[src/rtl/vector_multiply_writeback.sv]
// Vector multiply writeback: sequences products onto the 64-bit VRF write port.
// Optional perf counters when VMUL_WB_PERF_COUNTERS_EN is defined.
module vector_multiply_writeback #(
    parameter  int DATA_WIDTH = 64,
    parameter  int ADDR_WIDTH = 5,
    localparam int BE_WIDTH   = DATA_WIDTH / 8
) (
    input  logic                  clk,
    input  logic                  rst_n,
    input  logic                  in_valid,
    output logic                  in_ready,
    input  logic [DATA_WIDTH-1:0] in_vd,
    input  logic [DATA_WIDTH-1:0] in_vd_high,
    input  logic                  in_widening,
    input  logic [ADDR_WIDTH-1:0] in_vd_addr,
    input  logic [BE_WIDTH-1:0]   in_be,
    input  logic [BE_WIDTH-1:0]   in_be_high,
    output logic                  wb_valid,
    input  logic                  wb_ready,
    output logic [ADDR_WIDTH-1:0] wb_addr,
    output logic [DATA_WIDTH-1:0] wb_data,
    output logic [BE_WIDTH-1:0]   wb_be,
    output logic                  err_misaligned,
    output logic                  busy
`ifdef VMUL_WB_PERF_COUNTERS_EN
    ,
    output logic [31:0]           perf_beats,
    output logic [31:0]           perf_stalls
`endif
);

    typedef enum logic [1:0] {
        IDLE,
        LOW,
        HIGH
    } state_t;

    state_t                state;
    logic                  pending_widening;
    logic [DATA_WIDTH-1:0] hold_data;
    logic [BE_WIDTH-1:0]   hold_be;

    logic accept;
    logic misaligned;
    logic advance_high;

    // The stage frees up whenever its last outstanding beat retires this cycle.
    assign in_ready = rst_n &&
                      ((state == IDLE) ||
                       (state == LOW && !pending_widening && wb_ready) ||
                       (state == HIGH && wb_ready));

    assign accept       = in_valid && in_ready;
    assign misaligned   = in_widening && in_vd_addr[0];
    assign advance_high = (state == LOW) && pending_widening && wb_ready;

    always_ff @(posedge clk) begin
        if (!rst_n) begin
            state            <= IDLE;
            pending_widening <= 1'b0;
            hold_data        <= '0;
            hold_be          <= '0;
            wb_valid         <= 1'b0;
            wb_addr          <= '0;
            wb_data          <= '0;
            wb_be            <= '0;
            err_misaligned   <= 1'b0;
            busy             <= 1'b0;
        end else begin
            err_misaligned <= accept && misaligned;
            if (accept) begin
                hold_data <= in_vd_high;
                hold_be   <= in_be_high;
            end
            if (advance_high) begin
                // Low address is even, so +1 is just setting bit 0.
                state            <= HIGH;
                pending_widening <= 1'b0;
                wb_addr          <= wb_addr | ADDR_WIDTH'(1);
                wb_data          <= hold_data;
                wb_be            <= hold_be;
            end else if (accept && !misaligned) begin
                state            <= LOW;
                busy             <= 1'b1;
                wb_valid         <= 1'b1;
                pending_widening <= in_widening;
                wb_addr          <= in_vd_addr;
                wb_data          <= in_vd;
                wb_be            <= in_be;
            end else if (in_ready) begin
                state            <= IDLE;
                busy             <= 1'b0;
                wb_valid         <= 1'b0;
                pending_widening <= 1'b0;
            end
        end
    end

`ifdef VMUL_WB_PERF_COUNTERS_EN
    // Saturating counters; only reset clears them.
    always_ff @(posedge clk) begin
        if (!rst_n) begin
            perf_beats  <= '0;
            perf_stalls <= '0;
        end else begin
            if (wb_valid && wb_ready && perf_beats != '1)
                perf_beats <= perf_beats + 32'd1;
            if (wb_valid && !wb_ready && perf_stalls != '1)
                perf_stalls <= perf_stalls + 32'd1;
        end
    end
`endif

endmodule

[config.mk]
export PLATFORM = sky130hd
export DESIGN_NAME = vector_multiply_writeback
export DESIGN_NICKNAME = d
export VERILOG_FILES = /design/src/rtl/vector_multiply_writeback.sv
export SDC_FILE = /design/constraint.sdc
export NUM_CORES = 1
export LEC_CHECK = 0
export BUFFER_PORTS_ARGS = -buffer_cell sky130_fd_sc_hd__buf_2
export CAP_MARGIN = 20
export CELL_PAD_IN_SITES_DETAIL_PLACEMENT = 1
export CELL_PAD_IN_SITES_GLOBAL_PLACEMENT = 2
export CORE_MARGIN = 2
export CORE_UTILIZATION = 28
export DETAILED_ROUTE_END_ITERATION = 16
export HOLD_SLACK_MARGIN = 0.05
export PLACE_DENSITY = 0.88
export SETUP_SLACK_MARGIN = 0.15
export SYNTH_ARGS = -nofsm -noshare
export SYNTH_HDL_FRONTEND = slang
export SYNTH_SLANG_ARGS = --single-unit
[constraint.sdc]
create_clock -name clk -period 1.9 [get_ports clk]
set_input_delay 0.19 -clock clk [delete_from_list [all_inputs] [get_ports clk]]
set_output_delay 0.19 -clock clk [all_outputs]
set_load 0.01 [all_outputs]
==> results.rst <==
.. list-table::
   :header-rows: 1

   * - Metric
     - Value
   * - Total via count in the routed design
     - 6,194
   * - Main area contributors after synthesis
     - dfxtp_1 49%, nand2_1 9.2%, a21boi_0 9.2%, a21boi_1 8.5%, a22oi_1 6.8%
   * - WS Path Type
     - register to register
   * - Die boundary height
     - 154 um
   * - Kind of end point of the critical path
     - register
   * - Port bufs
     - 234
   * - Synthesis warning total
     - 0
   * - Cell chain of the critical path
     - nor3b_4 -> buf_4 -> o311ai_4 -> buf_4 -> buf_12 -> nand3_1 -> a21boi_0
   * - Worst reg-to-reg setup slack
     - 0.21 ns
   * - Ratio of final minimum period to clock period
     - 88.8%
   * - Post-synthesis instance total
     - 690
   * - DRC violations left
     - 0
   * - Global-route layer with the greatest usage
     - met2
   * - Part of the Yosys area used for sequential elements
     - 49.0%
   * - GRT Residual Overflow
     - 0
   * - Number of nets in the layout
     - 1,132
   * - Clock net sink count
     - 154
   * - Number of fill cells in the layout
     - 2,564
   * - Worst hold-check slack
     - 0.0739 ns
   * - Standard cell core area
     - 22,000 um^2
   * - Master cell of the clock root buffer
     - clkbuf_16
   * - Setup clock skew after layout
     - 0.00823 ns
   * - Synth top area share
     - 49.0%
   * - RSZ-0062 raised after global routing
     - false
   * - Startpoint of the worst setup timing path
     - state[1]
   * - Per-cell routed wire length
     - 17.8 um
   * - Final wirelength
     - 22,600 um
   * - Required time of the critical path
     - 2.23 ns
   * - Kind of launch point of the worst setup path
     - register
   * - Outcome
     - completed
   * - Leakage power figure
     - 0.00387 uW
   * - Launch point of the worst reg-to-reg path
     - state[1]
   * - Summed negative setup slack over all endpoints
     - 0 ns
   * - Reg-to-reg endpoint
     - wb_be[3]
   * - Count of final max-slew check failures
     - 0
   * - Largest net degree at the start of global routing
     - 80
   * - Post-detail-place hpwl
     - 13,500 um
   * - Number of design-rule violations left by the first detailed-router iteration
     - 244
   * - Worst ir drop on vdd
     - 0.000517 V
   * - Library cell with the largest summed area after synthesis
     - dfxtp_1
   * - Number of failing hold endpoints at the final stage
     - 0
   * - Number of antenna repair diodes
     - 0
   * - Crit path time final
     - 1.69 ns
   * - Worst-path clk slew
     - 0.06 ns
   * - Antenna violations before repair
     - 2
   * - Post-placement cell count
     - 1,153
   * - CTS H-tree lvls
     - 4
   * - Via count of the first global-routing pass
     - 6,566
   * - Initial Utilization
     - 28.7%
   * - Number of nets still failing antenna checks after routing
     - 0
   * - Final cell count without fillers
     - 1,270
   * - Worst-Margin Slew
     - 0.395 ns
   * - Number of core rows
     - 54
   * - Clock Tree Buf Depth
     - 2
   * - Maximum fanout count along the critical path
     - 23
   * - Top cell family by delay on the critical path
     - buffers and inverters
   * - Die footprint
     - 23,700 um^2
   * - Met2 global-route usage
     - 33.1%
   * - Max cap viols
     - 0
   * - Number of primary I/O pins
     - 235
   * - Critical path capture point
     - wb_be[3]
   * - Depth of the critical timing path with buffers and inverters included
     - 7
   * - Global-route track usage on met3
     - 4.76%
   * - Power density normalized to cell area
     - 866 nW/um^2
   * - Met1 Resource Use GR
     - 22.4%
   * - Count of unique library cells instantiated by Yosys
     - 27
   * - Clock latency at the later pin of the worst-skew pair
     - 0.41 ns
   * - Number of failing setup endpoints in the final timing report
     - 0
   * - Final cell utilization of the core
     - 42.1%
   * - Crit-path slowest cell
     - dfxtp_2
   * - Number of cells traversed by the worst register-to-register path
     - 7
   * - Proportion of layout cells with a drive suffix above 1
     - 31.6%
   * - Worst endpoint data arrival time
     - 2.02 ns
   * - Last weighted congestion value of the routability-driven placer
     - 0.749
   * - Achievable Freq
     - 593 MHz
   * - Net count of the mapped netlist
     - 844
   * - Path type of the worst min-delay path
     - input pin to register
   * - Total standard cell area after synthesis
     - 6300 um^2
   * - Buffers and inverters on the worst path
     - 3
   * - Most used cell, CP
     - buf_4
   * - GRT Resource Usage Total
     - 18.6%
   * - Width of the die
     - 154 um
   * - Avg Synthesized Cell Area
     - 9.13 um^2
   * - Number of clock buffers inserted by TritonCTS
     - 17
   * - Crit-path max cell delay
     - 0.41 ns
   * - Worst max-slew margin expressed relative to the limit
     - 73.6%
   * - Wire length of the first global-routing pass
     - 35,100 um
   * - DR vias/cell
     - 4.88
   * - Number of synthesized register bits
     - 154
   * - Layout area overhead
     - 46.7%
   * - TritonRoute pass-1 iters
     - 4
   * - CTS tree
     - yes
cells in the mapped netlist:
cell type  count
a21boi_0      77
a21boi_1      71
a21oi_1        3
a22oi_1       57
a22oi_2       15
and4b_1        1
buf_1          4
buf_2         22
buf_4          9
buf_6          5
clkbuf_1      27
dfxtp_1      154
nand2_1      155
nand3_1       72
nand4b_1       1
nand4bb_1      1
nor2_1         3
nor2_2         1
nor2b_1        2
nor2b_2        1
nor3_1         1
nor3b_4        1
o211a_1        2
o21ai_0        1
o311a_1        2
o311ai_2       1
o311ai_4       1
flip-flops by register name, summed over array words and instances, names as in the netlist:
| register | cells |
|---|---|
| state | 2 |
| busy | 1 |
| wb_be | 8 |
| err_misaligned | 1 |
| wb_data | 64 |
| pending_widening | 1 |
| hold_data | 64 |
| wb_addr | 5 |
| hold_be | 8 |
cell usage in the layout (no fill, tap or decap), types with 4 or more instances in the layout:
master	Yosys	routed
buf_2	22	232
nand2_1	155	155
dfxtp_1	154	151
a21boi_1	71	84
dlygate4sd3_1	0	79
nand3_1	72	72
a21boi_0	77	64
a22oi_1	57	57
clkbuf_16	0	19
a22oi_2	15	15
buf_4	9	11
buf_12	0	10
clkinv_2	0	4
how the worst min path moves through the flow:
stage	from	slack (ns)	end	cells past startpoint
final	in_vd[23]	0.07	wb_data[23]	3
after global routing	in_vd[21]	0.06	wb_data[21]	3
after CTS	in_vd[20]	0.05	wb_data[20]	3
after detailed placement	in_vd_high[39]	0.44	hold_data[39]	3
after global placement	in_vd_high[46]	0.43	hold_data[46]	3
after floorplan	in_vd_high[10]	0.32	hold_data[10]	2
metal layers:
| metal | wire length (um) | vias to the layer above |
|---|---|---|
| li1 | - | 2994 |
| met1 | 9830 | 3012 |
| met2 | 11400 | 169 |
| met3 | 1160 | 17 |
| met4 | 235 | 2 |
| met5 | 13 | - |
stage by stage:
stage	power, uW	cell area, um^2	worst slack [ns]
after floorplan	4030	6300	0.379
after global placement	4440	7740	0.218
after detailed placement	4460	7740	0.157
after CTS	8090	9160	0.158
after global routing	8370	9240	0.121
final	8000	9240	0.213
worst register-to-register path, stage by stage, from the launching register on:
cell and delay (ns):
dfxtp_2 0.41, nor3b_4 0.09, buf_4 0.15, o311ai_4 0.28
buf_4 0.20, buf_12 0.19, nand3_1 0.11, a21boi_0 0.19
power by group:
group / internal [uW] / switching [uW] / leakage (uW) / total [uW]
Clock: 2060 / 1390 / 0.000283 / 3450
Sequential: 3400 / 91.8 / 0.00126 / 3490
Combinational: 533 / 531 / 0.00233 / 1060
Total: 5990 / 2010 / 0.00387 / 8000
repair_timing:
action                     4_1_cts  5_1_grt
hold buffers                    79        0
setup endpoints to repair        1       79
cloned                           0        2
resized for setup                3       20
pin swaps                        2        3
hold endpoints to repair        79        0
buffers inserted                 3        2
final cells by class:
type | instances | area [um^2] | area share (%)
Clock buffer | 19 | 433 | 4.69
Sequential cell | 154 | 3090 | 33.4
Tap cell | 280 | 350 | 3.79
Timing Repair Buffer | 336 | 2310 | 25.0
Clock inverter | 12 | 151 | 1.64
Multi-Input combinational cell | 469 | 2910 | 31.5
cells by family (layout without fill, tap and decap cells):
kind of cell	Yosys count	in the layout	synth area share (%)
buffers and inverters	67	367	5.56
DFF	154	154	49.0
AOI/OAI and AO/OA	230	230	29.0
and+or+nand+nor	239	239	16.4
Note: power is estimated with default switching activity, not from simulation.
